## src/rtl/lattice_block_multi.sv

```systemverilog
// lattice_block_multi: delays the job bus PIPE_STAGES cycles and merges per-core hits (round-robin over one-entry slots) into the chained result bus; clk/rst, in_*/out_* job bus, core_hit/core_nonce, res_in_*/res_out_*, pending, overflow
module lattice_block_multi #(
  parameter int DATA_W      = 608,
  parameter int NONCE_W     = 32,
  parameter int NUM_CORES   = 4,
  parameter int LOG2_TOTAL  = 4,
  parameter int INDEX       = 0,
  parameter int PIPE_STAGES = 1
) (
  input  logic                           clk,
  input  logic                           rst,
  input  logic                           in_valid,
  input  logic                           in_new_job,
  input  logic [DATA_W-1:0]              in_data,
  output logic                           out_valid,
  output logic                           out_new_job,
  output logic [DATA_W-1:0]              out_data,
  input  logic [NUM_CORES-1:0]           core_hit,
  input  logic [NUM_CORES*NONCE_W-1:0]   core_nonce,
  input  logic                           res_in_valid,
  input  logic [NONCE_W-1:0]             res_in_nonce,
  input  logic [LOG2_TOTAL-1:0]          res_in_id,
  output logic                           res_out_valid,
  output logic [NONCE_W-1:0]             res_out_nonce,
  output logic [LOG2_TOTAL-1:0]          res_out_id,
  output logic [NUM_CORES-1:0]           pending,
  output logic                           overflow
);
  localparam int IW = NUM_CORES > 1 ? $clog2(NUM_CORES) : 1;
  localparam int BASE = INDEX * NUM_CORES;
  if (BASE + NUM_CORES > 2 ** LOG2_TOTAL) begin : g_id_check
    $error("lattice_block_multi: global core id does not fit in LOG2_TOTAL bits");
  end
  logic              vld [PIPE_STAGES];
  logic              nj  [PIPE_STAGES];
  logic [DATA_W-1:0] dat [PIPE_STAGES];
  logic [NONCE_W-1:0] slot [NUM_CORES];
  logic [IW-1:0] ptr, sel, nxt;
  logic drain, flush;
  assign out_valid   = vld[PIPE_STAGES-1];
  assign out_new_job = nj[PIPE_STAGES-1];
  assign out_data    = dat[PIPE_STAGES-1];
  assign drain = !res_in_valid && |pending;
  assign flush = in_valid && in_new_job;
  assign nxt   = IW'((int'(sel) + 1) % NUM_CORES);
  always_comb begin
    sel = '0;
    for (int k = NUM_CORES - 1; k >= 0; k--)
      if (pending[(int'(ptr) + k) % NUM_CORES]) sel = IW'((int'(ptr) + k) % NUM_CORES);
  end
  always_ff @(posedge clk) begin
    if (rst) begin
      for (int s = 0; s < PIPE_STAGES; s++) begin
        vld[s] <= 1'b0;
        nj[s]  <= 1'b0;
        dat[s] <= '0;
      end
    end else begin
      vld[0] <= in_valid;
      nj[0]  <= flush;
      dat[0] <= in_data;
      for (int s = 1; s < PIPE_STAGES; s++) begin
        vld[s] <= vld[s-1];
        nj[s]  <= nj[s-1];
        dat[s] <= dat[s-1];
      end
    end
  end
  always_ff @(posedge clk) begin
    if (rst) begin
      res_out_valid <= 1'b0;
      res_out_nonce <= '0;
      res_out_id    <= '0;
      pending       <= '0;
      overflow      <= 1'b0;
      ptr           <= '0;
      for (int i = 0; i < NUM_CORES; i++) slot[i] <= '0;
    end else begin
      res_out_valid <= res_in_valid || drain;
      if (res_in_valid) begin
        res_out_nonce <= res_in_nonce;
        res_out_id    <= res_in_id;
      end else if (drain) begin
        res_out_nonce <= slot[sel];
        res_out_id    <= LOG2_TOTAL'(BASE + int'(sel));
        ptr           <= nxt;
      end
      // a slot draining this cycle counts as free, so a same-cycle hit refills it
      for (int i = 0; i < NUM_CORES; i++) begin
        if (flush) pending[i] <= 1'b0;
        else if (core_hit[i] && (!pending[i] || (drain && int'(sel) == i))) begin
          slot[i]    <= core_nonce[i*NONCE_W +: NONCE_W];
          pending[i] <= 1'b1;
        end else if (core_hit[i]) overflow <= 1'b1;
        else if (drain && int'(sel) == i) pending[i] <= 1'b0;
      end
    end
  end
endmodule

```

## config.mk

```make
export PLATFORM = sky130hd
export DESIGN_NAME = lattice_block_multi
export DESIGN_NICKNAME = d
export VERILOG_FILES = /design/src/rtl/lattice_block_multi.sv
export SDC_FILE = /design/constraint.sdc
export NUM_CORES = 1
export LEC_CHECK = 0
export CAP_MARGIN = 10
export CORE_AREA = 2 2 565 567
export DETAILED_ROUTE_END_ITERATION = 12
export DIE_AREA = 0 0 567 569
export PLACE_DENSITY_LB_ADDON = 0.2
export SETUP_SLACK_MARGIN = 0.5
export SYNTH_ARGS = -nofsm -noshare
export SYNTH_HDL_FRONTEND = slang
export SYNTH_SLANG_ARGS = --single-unit
export TNS_END_PERCENT = 100
```

## constraint.sdc

```tcl
create_clock -name clk -period 4.18 [get_ports clk]
set_clock_uncertainty 0.15 [all_clocks]
set_input_delay 0.836 -clock clk [delete_from_list [all_inputs] [get_ports clk]]
set_output_delay 0.836 -clock clk [all_outputs]
set_load 0.01 [all_outputs]
```

==> impl_metrics.tcl <==
set metrics [dict create \
    dp.cells 7536 \
    worst_slew_pin_slew_ns 1.238 \
    antenna_left 0 \
    yosys-top-cells-area "dfxtp_1 54%, edfxtp_1 16%, nor2b_1 16%" \
    synth_top_area_share_pct 53.87 \
    fin_area_sq_mm 0.04752 \
    finalSetupViolations 0 \
    clk_pin_slew_ns 0.06 \
    die_w_microns 567 \
    worstSetupStartpointType "flop" \
    critical_path_class "flop to flop" \
    grt_max_degree 158 \
    ctsLongestPathBuffers 4 \
    place_area_sq_mm 0.04365 \
    core_area_sq_mm 0.3168 \
    cts_tree "built" \
    fin_crit_sh_pct 81.42 \
    vias_per_cell 2.788 \
    cts_root_buf "clkbuf_16" \
    end_kind "flop" \
    finalSetupTns_ns 0 \
    firstDrtPassIters 4 \
    power_density_mw_per_mm2 449.8 \
    holdCritPathClass "input pin to flop" \
    slew_headroom_pct 17.41 \
    max_stage_delay_ns 0.77 \
    drt_wl_total_microns 235000 \
    path_buf_inv 2 \
    power_frac_comb_pct 14.3 \
    synth_cell_types 39 \
    cts_htree_levels 3 \
    dp_hpwl_microns 204100 \
    rows 207 \
    finalCriticalPeriod_ns 3.403 \
    crit_required_ns 4.45 \
    pre_cts_ws_ns 0.6604 \
    status "finished, final reports clean" \
    fin_util_pct 15.00 \
    drc 0 \
    pwr-share-seq_pct 39.1 \
    drv_slew 0 \
    grt_pass1_vias 22701 \
    synthesis.area_sq_mm 0.02431 \
    layout-drive-gt1-share_pct 6.385 \
    grt_pass1_wl_microns 287800 \
    gp_congestion 0.9207 \
    synth_top_area_cell "dfxtp_1" \
    hold_violations 0 \
    netlist_instances 2023 \
    fin_nets 4262 \
    max_freq_mhz 293.8 \
    cts_num_sinks 782 \
    ys_seq_elements 782 \
    pwr-share-clk_pct 46.7 \
    leakagePower_nw 16.91 \
    fin_cells 7775 \
    final_common_cell "clkdlybuf4s50_1" \
    dominantRegCellSynth "dfxtp_1" \
    rsz0062_at_grt "false" \
    portBuffers 1432 \
    total_power_mw 21.37 \
    grt_usage_pct 14.08 \
    path_max_fanout 32 \
    die_area_sq_mm 0.3226 \
    avgRoutedWirePerCell_microns 30.22 \
    die_h_microns 569 \
    numCtsBuffers 118 \
    synth_async_sr_flop_share_pct 0 \
    p_sw_share_pct 27.17 \
    fin_ws_ns 0.7768 \
    whs_ns 0.1934 \
    insertion_delay_ns 0.84 \
    drt-initial-drc-count 1033 \
    grt_overflow 0 \
    postSynthAreaPerCell_sq_um 12.01 \
    postCtsResizedCells 0 \
    cts_setup_buffers 0 \
    vdd.ir_drop.worst_mv 0.3374 \
    p_int_mw 15.57 \
    critical-path-top-delay-family "simple AND/OR/NAND/NOR gates" \
    io_pins 1433 \
    fill_cells 35505 \
    synth_edf_count 128 \
    final_cell_mix "1430 x clkdlybuf4s50_1, 654 x dfxtp_1, 612 x nor2b_1" \
    start_util_pct 7.673 \
    worstPathArrival_ns 3.68 \
    vias 21676 \
    area_delta_synth_final_pct 95.53 \
    crit_slowest_cell "nor2_4" \
    maxCapViolations 0 \
    ys_seq_area_share_pct 69.68 \
    synth.net_count 2808 \
    p_sw_mw 5.808 \
    path_cells "nor2_4 -> nor3_4 -> inv_2 -> ha_1 -> inv_1 -> o21ai_0 -> nand3_1 -> nand2_2" \
    hold_buffers 0 \
    antenna_found_initial 190 \
    ys_warn_count 0 \
]
power groups by stage:
stage / Combinational (mW) / Sequential, mW / Clock (mW)
after floorplan: 0.605 / 8.60 / 0
after global placement: 3.16 / 8.52 / 0
after detailed placement: 3.15 / 8.51 / 0
after CTS: 3.17 / 8.36 / 10.5
after global routing: 3.26 / 8.39 / 10.7
final: 3.05 / 8.35 / 9.97
worst paths after layout:
check                                        from                 to  slack (ns)  cells past startpoint
worst max-delay path                   pending[1]        slot[0][22]        0.78                      8
worst min-delay path                          rst        dat[0][545]        0.19                      2
worst max register to register         pending[1]        slot[0][22]        0.78                      8
worst min register to register  res_out_nonce[18]  res_out_nonce[18]        0.30                      2
per-layer routing:
metal | global-route usage, % | vias up | part of all wire, %
li1 | - | 9511 | -
met1 | 16.15 | 10341 | 40
met2 | 22.77 | 1289 | 45
met3 | 8.197 | 453 | 13
met4 | 2.302 | 82 | 1.9
met5 | 0 | - | 0.23
cell type report:
| type | instances | area, sq um | share of cell area, % |
|---|---|---|---|
| Clock inverter | 43 | 396.6 | 0.8346 |
| Antenna cell | 24 | 60.06 | 0.1264 |
| Tap cell | 4180 | 5230 | 11.00 |
| Multi-Input combinational cell | 1070 | 6735 | 14.17 |
| Sequential cell | 782 | 16940 | 35.64 |
| Inverter | 47 | 176.4 | 0.3712 |
| Clock buffer | 171 | 3403 | 7.161 |
| Timing Repair Buffer | 1458 | 14590 | 30.69 |
synthesized netlist by cell type (9+ instances only):
| cell type | count |
|---|---|
| nand2_1 | 105 |
| a32oi_1 | 31 |
| o31ai_1 | 31 |
| and2_1 | 129 |
| and4_1 | 31 |
| nor2b_1 | 612 |
| inv_1 | 46 |
| o31a_1 | 32 |
| clkbuf_1 | 109 |
| buf_2 | 9 |
| dfxtp_1 | 654 |
| edfxtp_1 | 128 |
| a21oi_1 | 44 |
state kept, by name, indices dropped and copies added, names as in the netlist:
| name | flops |
|---|---|
| dat | 608 |
| nj | 1 |
| overflow | 1 |
| pending | 4 |
| ptr | 2 |
| res_out_id | 4 |
| res_out_nonce | 32 |
| res_out_valid | 1 |
| slot | 128 |
| vld | 1 |
cell families after synthesis:
logic type | after synthesis | synth area share [%]
DFF | 782 | 69.68
AOI/OAI and AO/OA | 164 | 4.880
adders and majority gates | 4 | 0.2059
buffers and inverters | 171 | 2.780
and+or+nand+nor | 902 | 22.45
worst reg2reg max path: stages (launching register included):
cell and delay (ns):
dfxtp_1 0.38, nor2_4 0.77, nor3_4 0.14, inv_2 0.12, ha_1 0.17, inv_1 0.04, o21ai_0 0.40, nand3_1 0.17
nand2_2 0.67
(Power assumes the default switching activity.)
